$ cat src/rtl/mem_arbiter.sv
`default_nettype none
// ============================================================================
// Module   : mem_arbiter
// Brief    : Two-port memory arbiter (core port 0, debug SBA port 1) with
//            round-robin or fixed-priority selection, inhibit gating and
//            an ack-wait timeout that completes the access with an error.
// Revision : 1.0 - initial release
// ============================================================================
module mem_arbiter #(
    parameter int ADDR_W  = 32,
    parameter int DATA_W  = 32,
    parameter int RR      = 1,
    parameter int TIMEOUT = 255
) (
    input  logic                clk,
    input  logic                rst_n,
    input  logic                inhibit,
    // port 0 (core)
    input  logic                req0,
    input  logic [ADDR_W-1:0]   addr0,
    input  logic [DATA_W-1:0]   wdata0,
    input  logic                we0,
    input  logic [DATA_W/8-1:0] be0,
    output logic                ack0,
    output logic                err0,
    output logic [DATA_W-1:0]   rdata0,
    // port 1 (debug SBA)
    input  logic                req1,
    input  logic [ADDR_W-1:0]   addr1,
    input  logic [DATA_W-1:0]   wdata1,
    input  logic                we1,
    input  logic [DATA_W/8-1:0] be1,
    output logic                ack1,
    output logic                err1,
    output logic [DATA_W-1:0]   rdata1,
    // memory side
    output logic                mem_req,
    output logic [ADDR_W-1:0]   mem_addr,
    output logic [DATA_W-1:0]   mem_wdata,
    output logic                mem_we,
    output logic [DATA_W/8-1:0] mem_be,
    input  logic [DATA_W-1:0]   mem_rdata,
    input  logic                mem_ack
);

    localparam logic [15:0] c_TIMEOUT = 16'(TIMEOUT);

    typedef enum logic [1:0] {
        IDLE   = 2'd0,
        GRANT0 = 2'd1,
        GRANT1 = 2'd2
    } state_t;

    state_t      r_state;
    state_t      w_next;
    logic        r_last;    // port granted most recently
    logic [15:0] r_wait;    // cycles spent waiting for mem_ack
    logic        w_tout;    // wait budget exhausted with no mem_ack this cycle
    logic        w_done;    // current grant completes at the next edge

    // Timeout only fires when mem_ack is absent, so a late ack still wins.
    assign w_tout = (r_wait == c_TIMEOUT) && !mem_ack;
    assign w_done = (r_state != IDLE) && (mem_ack || w_tout);

    // State register; reset drops any in-flight grant immediately.
    always_ff @(posedge clk or negedge rst_n) begin
        if (!rst_n) begin
            r_state <= IDLE;
        end else begin
            r_state <= w_next;
        end
    end

    // Remember the completed port so the next tie goes to the other one.
    always_ff @(posedge clk or negedge rst_n) begin
        if (!rst_n) begin
            r_last <= 1'b1;
        end else if (w_done) begin
            r_last <= (r_state == GRANT1);
        end
    end

    // Wait counter: held at zero while idle, so it is clear on grant entry.
    always_ff @(posedge clk or negedge rst_n) begin
        if (!rst_n) begin
            r_wait <= 16'd0;
        end else if (r_state == IDLE) begin
            r_wait <= 16'd0;
        end else if (!mem_ack && (r_wait != c_TIMEOUT)) begin
            r_wait <= r_wait + 16'd1;
        end
    end

    // Next-state selection and the memory/requester muxes.
    always_comb begin
        w_next    = r_state;
        mem_req   = 1'b0;
        mem_addr  = '0;
        mem_wdata = '0;
        mem_we    = 1'b0;
        mem_be    = '0;
        ack0      = 1'b0;
        err0      = 1'b0;
        rdata0    = '0;
        ack1      = 1'b0;
        err1      = 1'b0;
        rdata1    = '0;
        case (r_state)
            IDLE: begin
                if (!inhibit) begin
                    if (req0 && req1) begin
                        // Round-robin favours the port not served last;
                        // fixed priority always serves the debug port.
                        w_next = ((RR != 0) && r_last) ? GRANT0 : GRANT1;
                    end else if (req0) begin
                        w_next = GRANT0;
                    end else if (req1) begin
                        w_next = GRANT1;
                    end
                end
            end
            GRANT0: begin
                mem_req   = 1'b1;
                mem_addr  = addr0;
                mem_wdata = wdata0;
                mem_we    = we0;
                mem_be    = be0;
                ack0      = mem_ack || w_tout;
                err0      = w_tout;
                rdata0    = mem_ack ? mem_rdata : '0;
                if (w_done) begin
                    w_next = IDLE;
                end
            end
            GRANT1: begin
                mem_req   = 1'b1;
                mem_addr  = addr1;
                mem_wdata = wdata1;
                mem_we    = we1;
                mem_be    = be1;
                ack1      = mem_ack || w_tout;
                err1      = w_tout;
                rdata1    = mem_ack ? mem_rdata : '0;
                if (w_done) begin
                    w_next = IDLE;
                end
            end
            default: begin
                w_next = IDLE;
            end
        endcase
    end

endmodule
`default_nettype wire

$ cat config.mk
export PLATFORM = sky130hd
export DESIGN_NAME = mem_arbiter
export DESIGN_NICKNAME = d
export VERILOG_FILES = /design/src/rtl/mem_arbiter.sv
export SDC_FILE = /design/constraint.sdc
export NUM_CORES = 1
export LEC_CHECK = 0
export CAP_MARGIN = 5
export CORE_AREA = 2 2 120 122
export CTS_CLUSTER_DIAMETER = 50
export DETAILED_ROUTE_END_ITERATION = 12
export DIE_AREA = 0 0 122 124
export DONT_BUFFER_PORTS = 1
export SLEW_MARGIN = 10
export SYNTH_ARGS = -nofsm -noshare
export SYNTH_HDL_FRONTEND = slang
export SYNTH_SLANG_ARGS = --single-unit
$ cat constraint.sdc
create_clock -name clk -period 2.6 [get_ports clk]
set_clock_uncertainty 0.05 [all_clocks]
set_input_delay 0.52 -clock clk [delete_from_list [all_inputs] [get_ports clk]]
set_output_delay 0.52 -clock clk [all_outputs]
set_load 0.005 [all_outputs]
# Word-level counts from Yosys, hierarchy flattened
# Cells that the tools add are included.
# word_totals
word_cells	43
regBits	19
out_inout_bits	138
in_bits	176
# classes
n_reduce_logical	11
add_sub_neg	1
n_eq_ne	7
muxes	21
# op_table
op	count
$pmux 32 s2	2
$mux 32	3
$mux 16	2
$add 16x1->16 const B	1
$eq 16x8->1 const B	1
$ne 16x8->1 const B	1
$mux 2	6
$pmux 4 s2	1
$mux 1	5
$logic_and 1x1->1	4
$ne 4x3->1 const B	1
$pmux 2 s2	1
$reduce_bool 2->1	2
$reduce_and 3->1	1
$eq 2x1->1 const B	1
$eq 2x2->1 const B	1
$logic_not 2->1	1
$ne 2x1->1 const B	1
$ne 2x2->1 const B	1
$pmux 1 s2	1
$reduce_or 2->1	1
$logic_not 1->1	1
$logic_or 1x1->1	1

# Depth between registers and ports, before layout
# Gate-level depths: netlist of the first run.
# depth
ltp_word	6
depth_mapped	7
depth_no_buf	5

# Least setup slack after synthesis of the first run
# No wires, ideal clock.
# synth_timing
path_type	register -> output
start	reg r_state[0]
end	out mem_addr[11]
arrival_ps	1581
slack_ps	449
required_time_ps	2030
path_stages_with_launch	8
path_buffers	3
path_cell_list	dfrtp_1 inv_1 ha_1 clkbuf_1 clkbuf_1 buf_1 a22oi_1 nor2b_1
# synth_between
elab_chain_len	2
elab_cells_between_ends	3
cone_classes	2 x eq/ne; 1 x mux
# synth_rtl
element	line_no	rtl
start, declared	54	state_t r_state;
start signal, assigned	70	r_state <= w_next;
$eq 2x2->1 or $eq 2x1->1 (tied branches)	108	case (r_state)
$pmux 32 s2 *	108	
end, declared	38	output logic [ADDR_W-1:0] mem_addr,
# Every way passes the cells marked *; elsewhere a longest branch is shown, timed or not.

# Final worst setup path of the first run
# layout_timing
start	reg r_state[1]
end	out mem_be[2]
# layout_between
elab_chain_len	2
elab_cells_between_ends	3
cone_classes	2 x eq/ne; 1 x mux
# layout_rtl
element	line_no	rtl
$eq 2x2->1 or $eq 2x1->1 (tied branches)	108	
$pmux 4 s2 *	108	
end, declared	41	output logic [DATA_W/8-1:0] mem_be,
# Marks and branches as above.

==> results.txt, run 1 <==
- Summed over all failing endpoints, the final setup total negative slack is 0 ns.
- Routability-driven placement congestion ratio: 0.948
- Fill cells in the final layout number 1508.
* Type of origin of the critical path: flop
- Total length of routed wires: 13700 um
* Top routing layer used: met5
* H-tree Lvls: 1
* Combined area of the multi-input logic cells: 0.00202 sq mm
- The worst-case IR drop observed on VDD is 0.288 mV.
* Cells on worst reg2reg path: 6
* Effective utilization at floorplan: 0.193
- Counting flops with an async set or reset pin after synthesis yields a share of 1.00.
* Sequential share of power: 0.152
* Total leakage power: 1.16 nW
- In this run the power density over the cells is 818 mW/mm^2.
- Switching share of total power: 0.477
- Max-slew headroom at the worst pin: 0.398
- Critical R2R Launch: r_wait[0]
- The area growth from synthesis to layout is 11.1%.
- Synthesized cell area: 0.00265 sq mm
- Across every metal layer, demand over resource in global routing totals 0.161.
- Final number of hold-violating endpoints: 0
- Gates resized during post-CTS repair numbered 0.
- Detailed routing inserted a total of 2965 vias.
- Measured along the x axis, the die boundary spans 122 um.
- Setup repair after global routing left no endpoint under its margin.
* Number of flops mapped to enable cells by yosys: 0
- The die covers 0.0151 sq mm.
* Type of the worst setup path: flop to primary output
- Proportion of layout cells with a drive suffix above 1: 0.0942
* Share of the core filled with cells: 0.215
* Violation count after the first detailed-route iteration: 241
* Count of boundary I/O pins: 314
- Count of max-cap constraint violations: 0
* Estimated wirelength of the detail-placed design: 10900 um
- Setup violations remaining at the end of the flow were counted as 0.
* Count of non-filler cells in the finished layout: 515
* Port buffer count: 0
- Across all register-to-register paths, the minimum setup slack is 0.47 ns.
- Clock Tree Buf Depth: 2
* Final Max Tran Viols: 0
- Flops & latches, synth: 19
* CTS clk-pin slew, worst paths: 0.06 ns
- The share of total power dissipated in combinational logic is 0.713.
* Hold/Removal Path Class: input port to asynchronous set/reset pin
- Minimum hold slack: 0.0561 ns
* Synth warn: 0
* Reported net switching power: 0.00115 W
- Measured slew at the worst slew-check pin: 0.901 ns
- In this run the critical register-to-register path is captured at r_wait[3].
- Counting every sink on the clock net gives 19.
- Achievable frequency: 402 MHz
- Number of buffers inserted during clock tree synthesis: 3
- STA classifies the critical path endpoint as a primary output.
- At the worst endpoint, the required time is 2.03 ns.
* Metal-1 WL: 5170 um
- The share of the Yosys chip area taken by registers is 0.180.
* Largest fanout of any net on the critical path: 38
* Final Cycle Share: 0.957
- GRT overflow: 0
- The floorplan step defined a core boundary enclosing 0.0137 sq mm.
* Total number of placement rows: 43
- After detailed routing, the average wire length per cell comes to 26.5 um.
* Average vias per placed instance: 5.76
* Pwr Total: 0.00241 W
- Outcome: finished clean
- 1st-pass router iterations: 4
* Internal Power: 0.00126 W
- Clock power frac: 0.135
- CTS placed an instance of clkbuf_16 at the clock tree root.
* Count of unresolved DRC violations after routing: 0
- Number of antenna violations at the first check in global routing: 13
- Final period demand of the worst path: 2.49 ns
- Number of global-route vias before repair: 2597
- Register cell area after layout: 477 sq um
* Number of different library cells in the post-synthesis netlist: 47
* Gate count of the mapped netlist: 356
* Wire length of the first global-routing pass: 17300 um
- For this run, the leading register cell type out of synthesis is dfrtp_1.
- Wire length on met2: 5660 um
* Antenna viol nets, final: 0
- Vertical die dimension: 124 um
- Entering global routing, the biggest net connects 71 pins.
- Post-layout net count: 510
- At the worst endpoint, the arrival time is 1.92 ns.
* Placed cells: 502
- TritonCTS built the clock tree.
* Routed length on met3: 2460 um
- Clock network latency to the later pin of the worst-skew pair: 0.25 ns
- Post-synthesis net count: 536
- Avg Inst Size Synth: 7.44 sq um
-- power groups by stage --
stage / sequential [W] / clock (W) / combinational, W
after floorplan: 0.000355 / 0 / 0.00129
after global placement: 0.000366 / 0 / 0.00159
after detailed placement: 0.000368 / 0 / 0.00167
after CTS: 0.000363 / 0.000332 / 0.00168
after global routing: 0.000369 / 0.000338 / 0.00187
final: 0.000366 / 0.000326 / 0.00172
-- stage by stage --
| step | cell area (sq um) | setup slack [ns] |
|---|---|---|
| 2_1_floorplan | 2650 | 0.449 |
| 3_3_place_gp | 2820 | 0.379 |
| 3_5_place_dp | 2820 | 0.271 |
| 4_1_cts | 2910 | 0.00173 |
| 5_1_grt | 2930 | 0.0448 |
| 6_report | 2950 | 0.111 |
-- synthesized netlist by cell type (all sizes together), types with 2 or more instances --
library cell  count  area [sq um]
a211oi            2          15.0
a21oi             5          25.0
a22oi            69           518
and3             68           429
and4              3          27.5
buf               7          35.0
clkbuf           33           128
dfrtp            18           450
ha                4          50.1
inv               3          11.3
mux2              3          33.8
mux2i             2          20.0
nand2             6          22.5
nand3             3          27.5
nand4             5          31.3
nor2             16          60.1
nor2b            74           463
nor3              4          30.0
nor4              2          25.0
o21ai             2          10.0
o31ai             2          15.0
or3               2          13.8
or4               3          22.5
xnor2             3          26.3
xor2              3          26.3
-- how the worst max path moves through the flow --
stage / startpoint / end / slack [ns] / cells after the start
detailed placement: r_state[0] / mem_wdata[9] / 0.27 / 5
global placement: r_state[0] / mem_wdata[9] / 0.38 / 5
finish: r_state[1] / mem_be[2] / 0.11 / 5
floorplan: r_state[0] / mem_addr[11] / 0.45 / 7
CTS: r_state[0] / mem_wdata[9] / 0.002 / 5
global route: r_state[0] / mem_wdata[9] / 0.04 / 5
-- placed cells by master, fill, tap and decap left out, drive strengths merged, types with 3 or more instances in the layout --
master	count
clkbuf	3
nand3	3
a21oi	5
or4	3
mux2	3
nand4	5
a22oi	69
nand2	6
buf	9
xor2	3
nor2b	74
nor3	4
diode	6
and4	3
and3	68
ha	4
dfrtp	18
xnor2	3
inv	3
nor2	16
-- logic make-up (layout without fill, tap and decap cells) --
group                      after synthesis  count (layout)  share of synthesized area
adders and majority gates                4               4                     0.0189
buffers and inverters                   44              17                     0.0689
xor gates and xnor gates                 6               6                     0.0198
and+or+nand+nor                        191             191                      0.450
other                                    0               6                          0
muxes                                    5               5                     0.0203
DFF                                     19              19                      0.180
AOI/OAI and AO/OA                       87              87                      0.242
-- registers in the layout, summed over array words and instances (netlist names) --
name,cells
r_state,2
r_wait,16
r_last,1
-- critical path, stage by stage (launching register included) --
cell and delay (ns):
dfrtp_1 0.42, inv_1 0.15, ha_4 0.48, buf_4 0.31, a22oi_1 0.09, nor2b_1 0.21
-- final cells by class --
type	count	area share
Antenna cell	6	0.00510
Clock buffer	3	0.0255
Clock inverter	1	0.00170
Inverter	3	0.00382
Multi-Input combinational cell	293	0.685
Sequential cell	19	0.162
Tap cell	180	0.0765
Timing Repair Buffer	10	0.0404
-- timing repair --
item / CTS / global route
setup endpoints to repair: 0 / 27
hold buffers: 1 / 0
hold endpoints to repair: 18 / 0
buffers inserted: 0 / 2
-- layer usage --
layer  track usage  vias to the layer above
li1              -                     1264
met3         0.130                       26
met2         0.235                      230
met1         0.178                     1431
met5             0                        -
met4        0.0453                       14
(Power assumes the default switching activity.)
==> run 2, diff against run 1 <==
Settings changed: SKIP_CTS_REPAIR_TIMING from default to 1.
==> run 2 against run 1 <==
Combinational power about the same. Total power increased by 0.11%. Via count increased by 0.91%. Clock-buffer cell count unchanged. Critical path depth unchanged.
==> results.txt, run 2 (synthesis results as in run 1) <==
- On the worst path, the slowest cell contributes a delay of 0.47 ns.
* Master of the slowest instance on the critical path: ha_4
- The floorplan step defined a die boundary enclosing 0.0151 sq mm.
- The number of global-route vias before repair was 2589.
- Top Registers: r_wait x16, r_state x2, r_last x1
* Proportion of layout cells with a drive suffix above 1: 0.0942
* Violation count after the first detailed-route iteration: 245
- Number of buffers inserted during clock tree synthesis: 3
* Arrival time of the worst setup path: 1.92 ns
* Number of antenna violations at the first check in global routing: 13
* Wire length of the first global-routing pass: 17200 um
- Hold/Removal Path Class: input port to asynchronous set/reset pin
- The library cell used most frequently in the layout, excluding fill and tap cells, is nor2b_1.
- Of the total power, the share spent switching nets is 0.478.
* Capturing element type of the critical path: primary output
* Sequential share of power: 0.151
- Largest net degree at the start of global routing: 71
* Cells on worst reg2reg path: 6
* Total leakage power: 1.16 nW
- CTS built an H-tree with a depth of 1.
* Average vias per placed instance: 5.80
* Measured slew at the worst slew-check pin: 0.885 ns
- In the routed design, unresolved DRC markers number 0.
- Power spread over the standard cell area amounts to 818 mW/mm^2.
* Post-layout net count: 510
- The critical path crosses 5 cells after its start point.
- Detailed placement finished with a half-perimeter wire length of 10900 um.
- Post-synthesis to final-layout area growth: 11.2%
* GRT overflow: 0
- Global-route usage over all layers: 0.160
* Series of cell instances along the critical path: inv_1 -> ha_4 -> buf_4 -> a22oi_1 -> nor2b_1
* Largest fanout of any net on the critical path: 38
- Type of origin of the critical path: flop
* Clock power frac: 0.136
- Via total after detailed routing: 2992
* Type of the worst setup path: flop to primary output
- Clock tree from TritonCTS: built
* Achievable frequency: 401 MHz
- Port buffer count: 0
- Row generation in the floorplan step produced 43 rows.
- The flow ran to the end, and the final reports show no timing, DRC or antenna violations.
* Count of buffer and inverter cells on the critical path: 2
- Largest register FFs: 16
- CTS sink cnt: 19
- Routed length per instance: 26.4 um
- Setup repair after global routing left no endpoint under its margin.
* Antenna viol nets, final: 0
- Core region area: 0.0137 sq mm
* Final period demand of the worst path: 2.49 ns
- Internal power comes to 0.00126 W.
- From bottom edge to top edge, the die measures 124 um.
* VDD IR-drop max: 0.289 mV
- After routing, the total negative slack on setup checks comes to 0 ns.
- CTS clk-pin slew, worst paths: 0.06 ns
- Clock network latency to the later pin of the worst-skew pair: 0.25 ns
- The tool flagged a number of max-cap violations equal to 0.
- The number of max-slew violations in the final report is 0.
- Final setup viols: 0
- Clock tree synthesis selected as its root buffer the cell clkbuf_16.
- The share of total power dissipated in combinational logic is 0.713.
* Register with the most flip-flops: r_wait
* Reported net switching power: 0.00115 W
- Final Cycle Share: 0.958
- For this block, the routed nets add up to 13600 um of wire.
- Clock Tree Buf Depth: 2
* 1st-pass router iterations: 5
- Largest delay share family, worst path: adder cells
* Max-slew headroom at the worst pin: 0.408
* Pwr Total: 0.00241 W
* Commonest cells after routing, fill and taps aside: 74 x nor2b_1, 69 x a22oi_1, 65 x and3_1
- For this configuration, the core starts out at a cell density of 0.193.
* Count of boundary I/O pins: 314
* Data required time at the worst endpoint: 2.03 ns
- The congestion estimate from routability-driven global placement came to 0.948.
* Horizontal die dimension: 122 um
- Final number of hold-violating endpoints: 0
[run 2: cell count changes in the layout (fill, tap and decap cells not counted), sizes merged]
cell   delta
diode     +1
[run 2: per-layer routing]
layer	vias up	global-route usage	share of wire
met5	-	0	0.0060
met4	12	0.0453	0.019
met3	24	0.130	0.18
met2	260	0.234	0.42
met1	1431	0.178	0.38
li1	1265	-	-
[run 2: stage by stage]
step / hold WS (ns) / instance area (sq um) / util / setup WS, ns / cells
floorplan: 0.174 / 2650 / - / 0.449 / 356
global placement: 0.176 / 2820 / 0.206 / 0.379 / 502
detailed placement: 0.176 / 2820 / 0.206 / 0.271 / 502
CTS: -0.0972 / 2900 / 0.211 / 0.00173 / 506
global route: 0.0483 / 2930 / 0.214 / 0.0448 / 510
finish: 0.0548 / 2950 / 0.215 / 0.109 / 516
[run 2: layout make-up]
cell class                      count  area [sq um]
Sequential cell                    19           477
Antenna cell                        7          17.5
Inverter                            3          11.3
Tap cell                          180           225
Clock inverter                      1          5.00
Multi-Input combinational cell    293          2020
Fill cell                        1509         10800
Timing Repair Buffer               10           119
Clock buffer                        3          75.1
[run 2: final timing paths]
| check | startpoint | endpoint | slack (ns) |
|---|---|---|---|
| min in group clk | mem_ack | r_wait[5] | 0.42 |
| worst min register to register | r_wait[4] | r_wait[4] | 0.53 |
| worst max-delay path | r_state[1] | mem_be[2] | 0.11 |
| worst min-delay path | rst_n | r_last | 0.05 |
| max in group asynchronous | rst_n | r_wait[13] | 1.17 |
| worst max register to register | r_wait[0] | r_wait[3] | 0.49 |
[run 2: worst reg2reg max path, cell delays in order, from the launching register on]
cell and delay, ns:
dfrtp_1 0.42, ha_1 0.28, and4_1 0.20, a41oi_1 0.40, buf_4 0.26, nand4_1 0.11
mux2_2 0.28
[run 2: power by group through the flow]
| stage | Sequential (W) | Combinational, W | Clock [W] |
|---|---|---|---|
| final | 0.000365 | 0.00172 | 0.000328 |
| after detailed placement | 0.000368 | 0.00167 | 0 |
| after floorplan | 0.000355 | 0.00129 | 0 |
| after global routing | 0.000369 | 0.00187 | 0.000338 |
| after global placement | 0.000366 | 0.00159 | 0 |
| after CTS | 0.000364 | 0.00167 | 0.000332 |
==> run 3, diff against run 2 <==
Settings changed: CELL_PAD_IN_SITES_DETAIL_PLACEMENT from default to 1, CELL_PAD_IN_SITES_GLOBAL_PLACEMENT from default to 1, PLACE_DENSITY_LB_ADDON from default to 0.1.
==> run 3 against run 2 <==
Sequential power about the same. Global-route usage down 2.2 points. Clock-buffer cell count unchanged. First-iteration DRC count shrank 52%. Hold slack got worse by 0.0018 ns. Final cell count shrank 0.39%. Flip-flop and latch count did not move. Register-to-register slack better by 0.20 ns. Wire length decreased by 13%. Die area unchanged. Cell area rose by 0.21%. Critical endpoint is now mem_wdata[9]. Largest cell class unchanged. Highest routed layer unchanged.
==> results.txt, run 3 (synthesis results as in run 1) <==
- The flow ran to the end, and the final reports show no timing, DRC or antenna violations.
- Once detailed placement completed, the half-perimeter wirelength came to 9280 um.
- Type of the worst setup path: flop to primary output
- Switching share of total power: 0.468
- Measured against its own limit, the worst slew margin works out to 0.383.
- Setup violations remaining at the end of the flow were counted as 0.
* Largest net degree at the start of global routing: 72
- TritonCTS created 3 clock buffers.
- Commonest cells after routing, fill and taps aside: 74 x nor2b_1, 69 x a22oi_1, 65 x and3_1
* Sequential share of power: 0.151
- Register with the most flip-flops: r_wait
- Total length of routed wires: 11900 um
- The die is 122 um wide.
- Count of non-filler cells in the finished layout: 514
* Violation count after the first detailed-route iteration: 117
- The tool flagged a number of max-cap violations equal to 0.
- Clock network latency to the later pin of the worst-skew pair: 0.25 ns
* Total number of placement rows: 43
- Slowest Stage Delay on Critical Path: 0.41 ns
* Achievable frequency: 413 MHz
* Combined area of the multi-input logic cells: 0.00202 sq mm
* Arrival time of the worst setup path: 1.85 ns
- Top Registers: r_wait x16, r_state x2, r_last x1
- Count of buffer and inverter cells on the critical path: 2
- Wire length of the first global-routing pass: 15900 um
* Critical Path Stages: 5
- Largest fanout of any net on the critical path: 34
* Core region area: 0.0137 sq mm
- For the pin with the worst max-slew slack, the measured transition is 0.922 ns.
- Proportion of layout cells with a drive suffix above 1: 0.0939
- Reported net switching power: 0.00112 W
* Final number of hold-violating endpoints: 0
- For this design the ratio of total power to cell area is 811 mW/mm^2.
* Largest register FFs: 16
* Layout filler cell count: 1689
- RSZ-0062 raised after global routing: false
- Clock tree from TritonCTS: built
- Final Cycle Share: 0.932
- Grouping stages by cell kind, the critical path spends the most delay in buffers and inverters.
- Placed cells: 505
- Via total after detailed routing: 2806
- CTS clk-pin slew, worst paths: 0.06 ns
- Once layout is complete, the utilization of the core stands at 0.215.
- For this design, the sink count on the clock tree is 19.
- Post-layout net count: 511
- Global-route usage over all layers: 0.138
* Number of antenna violations at the first check in global routing: 7
- The floorplan step set the die height to 124 um.
- Routed length per instance: 23.1 um
* Setup total negative slack: 0 ns
* Final period demand of the worst path: 2.42 ns
- Across all hold checks on the routed design, the worst slack comes to 0.0530 ns.
- During placement, the flow inserted port buffers numbering 0.
* Buffer type at the clock tree root: clkbuf_16
* Antenna viol nets, final: 0
- For the worst setup path, the data required time is 2.03 ns.
- The die covers 0.0151 sq mm.
- GRT overflow: 0
- Of the total power, combinational logic draws 0.710.
* Type of origin of the critical path: flop
- Clock Tree Buf Depth: 2
- Total leakage power: 1.17 nW
* Count of unresolved DRC violations after routing: 0
- The initial utilization of the core area, before any placement, comes to 0.193.
* H-tree Lvls: 1
* Leading cell type in the layout, fill and taps excluded: nor2b_1
- The number of max-slew violations in the final report is 0.
- Count of boundary I/O pins: 314
- VDD sags by at most 0.454 mV.
* Average vias per placed instance: 5.46
- The setup check on the worst reg-to-reg path leaves a slack of 0.69 ns.
- The slowest stage of the critical path is the dfrtp_1 cell.
- Of the total power, the clock network draws 0.139.
- Register cell area after layout: 477 sq um
- Cells on worst reg2reg path: 5
- 1st-pass router iterations: 4
- Internal Power: 0.00127 W
- The number of global-route vias before repair is 2589.
- The signal on the critical path passes through inv_1 -> ha_4 -> buf_12 -> a22oi_1 -> nor2b_1.
* Routability-driven placement congestion ratio: 0.745
- Post-synthesis to final-layout area growth: 11.5%
- Hold/Removal Path Class: input port to asynchronous set/reset pin
- The worst setup path is captured at a primary output.
==> run 3: cell types whose count changed in the layout (fill, tap and decap cells not counted) <==
cell / change
buf_12: +1
ha_1: +1
buf_4: +1
diode_2: -3
buf_6: -1
ha_2: -1
==> run 3: final cells by class <==
class                   instances  share of cell area
diodes                          4             0.00339
clock buffers                   3              0.0254
clock inverters                 1             0.00169
inverters                       3             0.00381
multi-input cells             293               0.682
flip-flops and latches         19               0.161
well taps                     180              0.0762
repair buffers                 11              0.0457
==> run 3: power groups by stage <==
stage	Clock (W)	Sequential, W	Combinational (W)
6_report	0.000332	0.000362	0.00170
5_1_grt	0.000358	0.000368	0.00189
4_1_cts	0.000348	0.000362	0.00172
3_5_place_dp	0	0.000366	0.00172
3_3_place_gp	0	0.000367	0.00170
2_1_floorplan	0	0.000355	0.00129
==> run 3: per-stage QoR <==
stage	total power (W)	setup slack (ns)	cell area, sq um
5_1_grt	0.00262	0.0573	2940
3_3_place_gp	0.00207	0.463	2850
2_1_floorplan	0.00165	0.449	2650
4_1_cts	0.00243	0.158	2930
3_5_place_dp	0.00209	0.451	2850
6_report	0.00239	0.176	2950
==> run 3: worst paths after layout <==
| kind | start | end |
|---|---|---|
| max reg2reg | r_wait[0] | r_wait[14] |
| max | r_state[0] | mem_wdata[9] |
| min in group clk | mem_ack | r_wait[4] |
| max in group asynchronous | rst_n | r_wait[7] |
| min reg2reg | r_wait[4] | r_wait[4] |
| min | rst_n | r_last |
==> run 3: layer usage <==
| layer | vias to the layer above | wire [um] | GRT usage |
|---|---|---|---|
| li1 | 1266 | - | - |
| met1 | 1363 | 4410 | 0.154 |
| met2 | 155 | 5930 | 0.243 |
| met3 | 16 | 1340 | 0.0678 |
| met4 | 6 | 119 | 0.0237 |
| met5 | - | 50 | 0 |
